File: src/rtl/rst_seq_ctrl_if.sv
// Control/status bundle between the reset sequencer and its controller:
// soft restart and delay programming in, sequenced resets and status out.
interface rst_seq_ctrl_if #(
  parameter int N_STAGES  = 4,
  parameter int DLY_WIDTH = 16
);
  logic                          rst_req_i;
  logic [N_STAGES*DLY_WIDTH-1:0] dly_i;
  logic [N_STAGES-1:0]           rstn_o;
  logic [2:0]                    stage_o;
  logic                          busy_o;
  logic                          done_o;

  modport master (
    output rst_req_i, dly_i,
    input  rstn_o, stage_o, busy_o, done_o
  );

  modport slave (
    input  rst_req_i, dly_i,
    output rstn_o, stage_o, busy_o, done_o
  );
endinterface

File: src/rtl/rst_seq_ctrl.sv
// Reset sequencer: holds all downstream resets for HOLD_CYCLES, then releases
// N_STAGES active-low resets in order, each after its own captured delay.
module rst_seq_ctrl #(
  parameter int N_STAGES    = 4,
  parameter int DLY_WIDTH   = 16,
  parameter int HOLD_CYCLES = 10
) (
  input logic           clk_sys_i,
  input logic           sys_rst_i,
  rst_seq_ctrl_if.slave bus
);

  localparam int HOLD_W = (HOLD_CYCLES > 1) ? $clog2(HOLD_CYCLES) : 1;
  localparam int CNT_W  = (DLY_WIDTH > HOLD_W) ? DLY_WIDTH : HOLD_W;
  localparam int IDX_W  = (N_STAGES > 1) ? $clog2(N_STAGES) : 1;

  localparam logic [CNT_W-1:0] HOLD_LAST  = CNT_W'(HOLD_CYCLES - 1);
  localparam logic [IDX_W-1:0] LAST_STAGE = IDX_W'(N_STAGES - 1);

  typedef enum logic [1:0] {
    ST_HOLD,
    ST_RELEASE,
    ST_DONE
  } state_t;

  state_t                                  state_q, state_d;
  logic [CNT_W-1:0]                        cnt_q, cnt_d;
  logic [IDX_W-1:0]                        k_q, k_d;
  logic [N_STAGES-1:0][DLY_WIDTH-1:0]      shadow_q, shadow_d;
  logic [N_STAGES-1:0]                     rstn_q, rstn_d;

  always_ff @(posedge clk_sys_i) begin
    if (sys_rst_i) begin
      state_q  <= ST_HOLD;
      cnt_q    <= '0;
      k_q      <= '0;
      shadow_q <= '0;
      rstn_q   <= '0;
    end else begin
      state_q  <= state_d;
      cnt_q    <= cnt_d;
      k_q      <= k_d;
      shadow_q <= shadow_d;
      rstn_q   <= rstn_d;
    end
  end

  // A soft request is treated exactly like a system reset, from any state.
  always_comb begin
    state_d  = state_q;
    cnt_d    = cnt_q;
    k_d      = k_q;
    shadow_d = shadow_q;
    rstn_d   = rstn_q;

    if (bus.rst_req_i) begin
      state_d  = ST_HOLD;
      cnt_d    = '0;
      k_d      = '0;
      shadow_d = '0;
      rstn_d   = '0;
    end else begin
      case (state_q)
        ST_HOLD: begin
          rstn_d = '0;
          if (cnt_q == HOLD_LAST) begin
            cnt_d    = '0;
            k_d      = '0;
            shadow_d = bus.dly_i;
            state_d  = ST_RELEASE;
          end else begin
            cnt_d = cnt_q + CNT_W'(1);
          end
        end

        ST_RELEASE: begin
          if (cnt_q == CNT_W'(shadow_q[k_q])) begin
            rstn_d[k_q] = 1'b1;
            cnt_d       = '0;
            if (k_q == LAST_STAGE) begin
              state_d = ST_DONE;
            end else begin
              k_d = k_q + IDX_W'(1);
            end
          end else begin
            cnt_d = cnt_q + CNT_W'(1);
          end
        end

        ST_DONE: begin
        end

        default: begin
          state_d = ST_HOLD;
        end
      endcase
    end
  end

  assign bus.rstn_o  = rstn_q;
  assign bus.stage_o = 3'(k_q);
  assign bus.done_o  = (state_q == ST_DONE);
  assign bus.busy_o  = (state_q != ST_DONE);

endmodule

File: src/flat_wrapper.sv
// flat-port wrapper written by rule: the top's interface ports become plain ports
module rst_seq_ctrl_flat 
#(
  parameter int N_STAGES    = 4,
  parameter int DLY_WIDTH   = 16,
  parameter int HOLD_CYCLES = 10
)
  (clk_sys_i, sys_rst_i, bus_rst_req_i, bus_dly_i, bus_rstn_o, bus_stage_o, bus_busy_o, bus_done_o);
  rst_seq_ctrl_if #(.N_STAGES(N_STAGES), .DLY_WIDTH(DLY_WIDTH)) bus_i ();
  input logic clk_sys_i;
  input logic sys_rst_i;
  input wire logic [$bits(bus_i.rst_req_i)-1:0] bus_rst_req_i;
  input wire logic [$bits(bus_i.dly_i)-1:0] bus_dly_i;
  output wire logic [$bits(bus_i.rstn_o)-1:0] bus_rstn_o;
  output wire logic [$bits(bus_i.stage_o)-1:0] bus_stage_o;
  output wire logic [$bits(bus_i.busy_o)-1:0] bus_busy_o;
  output wire logic [$bits(bus_i.done_o)-1:0] bus_done_o;
  assign bus_i.rst_req_i = bus_rst_req_i;
  assign bus_i.dly_i = bus_dly_i;
  assign bus_rstn_o = bus_i.rstn_o;
  assign bus_stage_o = bus_i.stage_o;
  assign bus_busy_o = bus_i.busy_o;
  assign bus_done_o = bus_i.done_o;
  rst_seq_ctrl #(.N_STAGES(N_STAGES), .DLY_WIDTH(DLY_WIDTH), .HOLD_CYCLES(HOLD_CYCLES)) u_core (.clk_sys_i(clk_sys_i), .sys_rst_i(sys_rst_i), .bus(bus_i));
endmodule
File: config.mk
export PLATFORM = sky130hd
export DESIGN_NAME = rst_seq_ctrl_flat
export DESIGN_NICKNAME = d
export VERILOG_FILES = /design/src/rtl/rst_seq_ctrl_if.sv /design/src/rtl/rst_seq_ctrl.sv /design/src/flat_wrapper.sv
export SDC_FILE = /design/constraint.sdc
export NUM_CORES = 1
export LEC_CHECK = 0
export ABC_AREA = 1
export BUFFER_PORTS_ARGS = -buffer_cell sky130_fd_sc_hd__buf_2
export CAP_MARGIN = 5
export CORE_AREA = 2 2 109 111
export CTS_BUF_LIST = sky130_fd_sc_hd__clkbuf_4 sky130_fd_sc_hd__clkbuf_8 sky130_fd_sc_hd__clkbuf_16
export CTS_CLUSTER_SIZE = 25
export DETAILED_ROUTE_END_ITERATION = 8
export DIE_AREA = 0 0 111 113
export GPL_TIMING_DRIVEN = 0
export PLACE_DENSITY = 0.7
export RECOVER_POWER = 25
export SETUP_SLACK_MARGIN = 0.5
export SYNTH_ARGS = -nofsm -noshare
export SYNTH_HDL_FRONTEND = slang
export SYNTH_SLANG_ARGS = --single-unit
export TNS_END_PERCENT = 30
File: constraint.sdc
create_clock -name clk_sys_i -period 2.1 [get_ports clk_sys_i]
set_input_delay 0.21 -clock clk_sys_i [delete_from_list [all_inputs] [get_ports clk_sys_i]]
set_output_delay 0.21 -clock clk_sys_i [all_outputs]
set_load 0.05 [all_outputs]
Yosys cells after proc, flatten, opt, wreduce, memory -nomap -nowiden

Index checks and enable logic that the tools add are counted.

Reduce and logical (&&, ||, !) cells: 8
Magnitude comparators: 2
Multiplexer cells: 17
Equal/unequal tests: 10
Bitwise logic cells: 2
$add $sub $neg: 2

Operator list:

| cell                    | count |
|---|---|
| $mux W16                | 3 |
| $bmux W16 S2            | 1 |
| $pmux W16 S2            | 1 |
| $add A16 B1 Y16 const B | 1 |
| $eq A16 B16 Y1          | 1 |
| $eq A16 B4 Y1 const B   | 1 |
| $mux W2                 | 6 |
| $pmux W4 S2             | 1 |
| $reduce_and A4 Y1       | 2 |
| $ne A2 B1 Y1 const B    | 3 |
| $pmux W2 S3             | 1 |
| $eq A2 B2 Y1 const B    | 2 |
| $mux W4                 | 1 |
| $ne A2 B2 Y1 const B    | 2 |
| $or A4 B4 Y4            | 1 |
| $pmux W2 S2             | 1 |
| $reduce_and A2 Y1       | 2 |
| $lt A2 B3 Y1 const B    | 1 |
| $add A2 B1 Y2 const B   | 1 |
| $demux W1 S2            | 1 |
| $eq A2 B1 Y1 const B    | 1 |
| $ge A2 B1 Y1 const B    | 1 |
| $logic_not A2 Y1        | 1 |
| $reduce_bool A2 Y1      | 1 |
| 4 further kinds         | 4 |

Input bits: 67
Output and inout port bits: 9
Flip-flop bits (word level): 88

Logic depth before layout (Yosys ltp)

Gate-level depths: netlist of the first run.

Depth in word-level cells: 7
Depth in mapped cells: 16
Gate-level depth less buffers: 14

Worst setup path after synthesis of the first run

No wires, ideal clock.

Path kind: flip-flop to flip-flop
Start: register u_core.k_q[1]
End: register u_core.cnt_q[15]
Required time: 1.986 ns
Data arrival time: 1.964 ns
Path buffers: 3
Period minus slack after synthesis: 2.078 ns
Cell stages (with the launch flop): 15
Setup slack: 0.022 ns
Cell sequence: dfxtp_1 > buf_4 > inv_4 > buf_6 > nand3_1 > nand2_1 > nand2_1 > nand2_1 > nor2_1 > nand2_1 > nor2_2 > nand3_2 > nand3_4 > buf_6 > nor2_1

Cells in the longest elaborated chain, start to end: 5

RTL lines:

| item                           | RTL line           | text |
|---|---|---|
| from (decl)                    | rst_seq_ctrl.sv:28 | `logic [IDX_W-1:0] k_q, k_d;` |
| from (signal assigned)         | rst_seq_ctrl.sv:42 | `k_q <= k_d;` |
| $bmux W16 S2                   | rst_seq_ctrl.sv:77 | `if (cnt_q == CNT_W'(shadow_q[k_q])) begin` |
| $mux W16 (implied by the code) | rst_seq_ctrl.sv:77 |  |
| $eq A16 B16 Y1                 | rst_seq_ctrl.sv:77 |  |
| $mux W16                       | rst_seq_ctrl.sv:77 |  |
| $pmux W16 S2                   | rst_seq_ctrl.sv:63 | `case (state_q)` |
| to (signal assigned)           | rst_seq_ctrl.sv:41 | `cnt_q <= cnt_d;` |
| to (decl)                      | rst_seq_ctrl.sv:27 | `logic [CNT_W-1:0] cnt_q, cnt_d;` |

Every way passes these cells. The select of a mux whose other input is x is not followed.
A chain may end at the register's enable or synchronous reset.

Worst setup path in the final report of the first run

Start: register u_core.cnt_q[1]
End: register u_core.shadow_q[1] (netlist name)

Cells in the longest elaborated chain, start to end: 2

RTL lines:

| item                               | RTL line           | text |
|---|---|---|
| $eq A16 B4 Y1                      | rst_seq_ctrl.sv:66 | `if (cnt_q == HOLD_LAST) begin` |
| $reduce_and A2 Y1 (no source line) | -                  |  |
| to (signal assigned)               | rst_seq_ctrl.sv:43 | `shadow_q <= shadow_d;` |
| to (decl)                          | rst_seq_ctrl.sv:29 | `logic [N_STAGES-1:0][DLY_WIDTH-1:0] shadow_q, shadow_d;` |

Every way passes these cells.

==> results of run 1 <==
[worst max path at each step]
stage / start / endpoint / slack (ps) / depth (start not counted)
3_3_place_gp: u_core.k_q[0] / u_core.cnt_q[15] / 20 / 15
6_report: u_core.cnt_q[1] / u_core.shadow_q[1] / 80 / 9
2_1_floorplan: u_core.k_q[0] / u_core.cnt_q[15] / 320 / 14
3_5_place_dp: u_core.cnt_q[1] / u_core.shadow_q[10] / 1 / 10
5_1_grt: u_core.k_q[0] / u_core.cnt_q[10] / -6 / 14
4_1_cts: u_core.k_q[0] / u_core.cnt_q[15] / 120 / 15
[metrics by stage]
stage	power, mW	instance area (um^2)	util	hold slack, ps
after floorplan	1.75	4380	-	386
after CTS	3.37	5440	0.482	135
after global routing	3.48	6080	0.540	141
after detailed placement	1.83	4930	0.437	445
final	3.38	6080	0.540	133
after global placement	1.83	4930	0.437	436
[cell families after synthesis]
group,after synthesis,synth area share
buf+inv,130,0.133
flops,88,0.403
xor+xnor,6,0.0120
simple gates,316,0.302
compound gates,82,0.131
fa+ha+maj,6,0.0172
other cells,1,0.000859
[Yosys cell counts (all sizes together)]
cell type,count
nand2,146
or2,1
o21ai,6
a211oi,64
nand3,53
ha,6
nand3b,2
buf,26
a31oi,1
clkbuf,8
nand4,4
nor4,1
xor2,6
dfxtp,88
a21oi,10
o211ai,1
and3,1
inv,96
conb,1
nor3,9
nor2,99
[critical path: stages, from the launching register on]
cell	delay, ps
dfxtp_4	360
buf_4	150
inv_4	50
ha_1	140
nand4_1	90
nor2_1	120
and3_1	280
nand2_8	120
clkbuf_1	270
a211oi_1	340
[where the power goes]
group | switching [mW] | total, mW | internal [mW]
registers | 0.00276 | 1.67 | 1.67
logic | 0.0733 | 0.142 | 0.0682
clock network | 0.732 | 1.57 | 0.834
total | 0.808 | 3.38 | 2.57
[repair_timing]
action / in CTS / in global routing
gates resized for setup: 56 / 100
hold buffers: 0 / 0
cloned: 0 / 8
pin swaps: 3 / 21
endpoints found under the setup margin: 88 / 90
buffers inserted: 1 / 11
[routing by layer]
metal	routed length, um	part of all wire	up-vias
li1	-	-	2215
met1	6080	0.45	2022
met2	6250	0.46	165
met3	779	0.058	35
met4	428	0.032	0
met5	0	0	-
[area by class of cell]
class / instances / area (um^2) / share of cell area
Multi-Input combinational cell: 411 / 2440 / 0.400
Sequential cell: 88 / 1780 / 0.292
Timing Repair Buffer: 93 / 652 / 0.107
Inverter: 96 / 380 / 0.0625
Buffer: 34 / 369 / 0.0607
Clock buffer: 10 / 233 / 0.0382
Tap cell: 143 / 179 / 0.0294
Clock inverter: 6 / 50.0 / 0.00823
Timing Repair inverter: 1 / 8.76 / 0.00144
[sequential cells by signal (all words and copies together) (netlist names)]
| signal | count |
|---|---|
| u_core.shadow_q | 64 |
| u_core.cnt_q | 16 |
| u_core.bus.rstn_o | 4 |
| u_core.k_q | 2 |
| u_core.state_q | 2 |
==> qor.csv, run 1 <==
metric,value,unit
Synth Cell Area,4370,um^2
met2 usage,0.326,
Fmax,0.496,GHz
Final ANT Viol Nets,0,
Syn Inst Count,629,
non-filler instance count after layout,882,
"Setup violations, final",0,
type of the worst min-delay path,in -> reg,
drt total wl,13.5,mm
filler instances,1053,
nets,807,
critical path class,reg -> reg,
Slew headroom,0.592,
number of global-route vias before repair,4092,
HP Start,bus_dly_i[6],
antenna violations before repair,0,
Worst-path clk slew,70,ps
core footprint,11300,um^2
Worst Tran Pin Value,615,ps
hpwl dp,8.96,mm
final hold vios,0,
sequential fraction of the synthesis area,0.403,
share of cells above drive strength 1,0.298,
clk_lat worst skew,350,ps
pin count of the biggest net entering global routing,17,
row count,39,
initial core utilization,0.388,
post-synth net total,702,
Static Leak,2.36,nW
Synth Warn #,0,
Synth top area share,0.403,
syn_area_per_cell,6.94,um^2
DRT Pass-1 Iters,6,
most frequent cells in the layout,"nand2_1 (130), inv_1 (90), nor2_1 (85)",
met1 Use GR,0.263,
Worst Path Required,2350,ps
setup TNS,0,ps
Synth area leaders,"dfxtp_1 (40%), nand2_1 (13%), a211oi_1 (11%)",
Hold EP,u_core.shadow_q[6],
DRC violations left,0,
number of diodes,0,
CTS tree,yes,
VDD IR max,0.449,mV
fin crit share,0.961,
first-pass GRT wire length,19.8,mm
grt peak-use layer,met2,
Startpoint Class,register,
Netlist cell types,31,
Worst Setup End Kind,register,
Sink Count,88,
Yosys top cell by area,dfxtp_1,
status,completed,
met3 usage,0.0359,
PwrDens,555,nW/um^2
Period minus WS final,2020,ps
all-layer global routing usage,0.198,
gp weighted congestion,0.907,
R2R depth,9,
Iter 0 DRT Violations,326,
Root Driver,clkbuf_16,
worst setup margin,82.5,ps
CTS max path bufs,2,
"commonest non-fill, non-tap cell in the layout",nand2_1,
DR WL/cell,15.3,um
placed instance count,846,
CTS buffer count,9,
Ports,76,
Congestion Overflow GR,0,
R2R Setup Slk,80,ps
Area Overhead vs Synth,39.3,%
CP max FO,10,
RSZ-0062 raised after global routing,true,
worst hold path depth,3,
synthesis-stage register bit count,88,
worst r2r src,u_core.cnt_q[1],
Max H-tree Level,3,
IO buf count,74,
Die Wd,111,um
RR Endpoint,u_core.shadow_q[1],
via count,4437,
Total Die Area,12500,um^2
crit path DAT,2260,ps
Die H,113,um
"Slew Viols, Final",0,
DP Worst Slack,0.957,ps
Max Clock Skew,9.21,ps
Max Cap Viol,0,
Via-to-Cell Ratio,5.03,
No activity file was read; power rests on OpenSTA's default activity.
==> run 2, diff against run 1 <==
==> constraint.sdc (replaced) <==
create_clock -name clk_sys_i -period 2.3 [get_ports clk_sys_i]
set_input_delay 0.23 -clock clk_sys_i [delete_from_list [all_inputs] [get_ports clk_sys_i]]
set_output_delay 0.23 -clock clk_sys_i [all_outputs]
set_load 0.05 [all_outputs]
==> run 2 against run 1 <==
Compared with the run above:
- core utilization decreased by 4.3 points
- total power fell by 7.3%
- die area unchanged
- final cell count is 1.4% lower
- critical path depth fell by 5
- via count is 3.4% lower
- clock skew fell by 0.63 ps
- sequential cell count stayed put
- setup slack improved by 170 ps
- design area is 8.0% lower
- count of clock-buffer cells in the layout stayed put
- clock power decreased by 6%
- critical endpoint is now bus_done_o
- highest routed layer unchanged
==> qor.csv, run 2 (same netlist as run 1, synthesis figures left out) <==
metric,value,unit
status,completed,
Area Overhead vs Synth,28.1,%
Startpoint Class,register,
crit path launch,u_core.state_q[1],
register bank with the most flops,u_core.shadow_q,
pin count of the biggest net entering global routing,17,
setup TNS,0,ps
CTS max path bufs,2,
CTS tree,yes,
hpwl dp,8.93,mm
CTS buffer count,9,
Die Wd,111,um
core footprint,11300,um^2
Final Power,3.13,mW
final hold vios,0,
RSZ-0062 raised after global routing,true,
most frequent cells in the layout,"nand2_1 (140), inv_1 (91), nor2_1 (86)",
Root Driver,clkbuf_16,
type of the worst min-delay path,in -> reg,
Worst Setup End Kind,output port,
crit path DAT,1820,ps
Max H-tree Level,3,
Fmax,0.487,GHz
R2R depth,14,
CP max FO,8,
Die H,113,um
Total Die Area,12500,um^2
"most used cell, CP",clkbuf_1,
VDD IR max,0.307,mV
Max Cap Viol,0,
hold_buf cts,0,
fin crit share,0.892,
number of diodes,0,
worst-path cell chain,"clkbuf_1, inv_1, nor2_2, clkbuf_1",
PwrDens,559,nW/um^2
Period minus WS final,2050,ps
IO buf count,74,
Final ANT Viol Nets,0,
drt total wl,12.5,mm
first-pass GRT wire length,19.5,mm
worst r2r src,u_core.k_q[0],
max reg flops,64,
DRC violations left,0,
row count,39,
"Slowest-stage cell, CP",clkbuf_1,
gp weighted congestion,0.921,
all-layer global routing usage,0.193,
"Setup violations, final",0,
Ports,76,
Worst Tran Pin Value,621,ps
via count,4287,
Sink Count,88,
number of global-route vias before repair,3994,
Iter 0 DRT Violations,246,
Worst-path clk slew,70,ps
nets,796,
DRT Pass-1 Iters,5,
Slew headroom,0.586,
"commonest non-fill, non-tap cell in the layout",nand2_1,
"slowest stage delay, CP",480,ps
initial core utilization,0.388,
Congestion Overflow GR,0,
Max Clock Skew,8.58,ps
Static Leak,2.13,nW
Worst Path Required,2070,ps
Via-to-Cell Ratio,4.93,
worst hold path depth,3,
critical path class,reg -> out,
"Slew Viols, Final",0,
HP Start,bus_dly_i[27],
DR WL/cell,14.3,um
clk_lat worst skew,340,ps
share of cells above drive strength 1,0.239,
antenna violations before repair,0,
final core utilization,0.497,
-- run 2: layout make-up --
cell class,instances,area [um^2]
Clock buffer,10,250
Timing Repair Buffer,83,460
Tap cell,143,179
Buffer,34,293
Inverter,96,378
Multi-Input combinational cell,411,2220
Sequential cell,88,1770
Fill cell,1125,5680
Clock inverter,5,45.0
-- run 2: final timing paths --
path	end	slack, ps
max	bus_done_o	250
min	u_core.shadow_q[27]	160
max reg2reg	u_core.cnt_q[13]	310
min reg2reg	u_core.bus.rstn_o[2]	460
-- run 2: per-layer routing --
metal | share of wire | vias to the layer above | wire length, um | global-route usage
met5 | 0 | - | 0 | 0
met3 | 0.061 | 11 | 762 | 0.0412
li1 | - | 2196 | - | -
met2 | 0.46 | 148 | 5740 | 0.315
met4 | 0.012 | 0 | 153 | 0.0550
met1 | 0.47 | 1932 | 5830 | 0.260
-- run 2: power by group --
part           internal, mW  leakage (nW)  total (mW)  switching, mW
Sequential             1.52         0.711        1.53        0.00289
Combinational        0.0594          1.28       0.121         0.0613
Clock                 0.813         0.143        1.48          0.669
Total                  2.39          2.13        3.13          0.733
-- run 2: stage by stage --
stage	cells	area (um^2)	setup WS [ps]	hold WS, ps
2_1_floorplan	629	4380	510	406
3_3_place_gp	846	4930	201	437
3_5_place_dp	846	4930	195	443
4_1_cts	864	5320	332	161
5_1_grt	870	5600	149	167
6_report	870	5600	249	164
-- run 2: repair_timing --
item                       CTS  global route
gates cloned                 0             3
hold endpoints to repair     0             0
gates resized for setup     23            56
setup buffers                3             3
setup endpoints to repair   88            86
pin swaps                    2            16
-- run 2: critical path: cells and delay by family, from the launching register on --
| kind | cells | cell delay [ps] |
|---|---|---|
| flops | 1 | 310 |
| simple gates | 1 | 150 |
| buf+inv | 3 | 1020 |
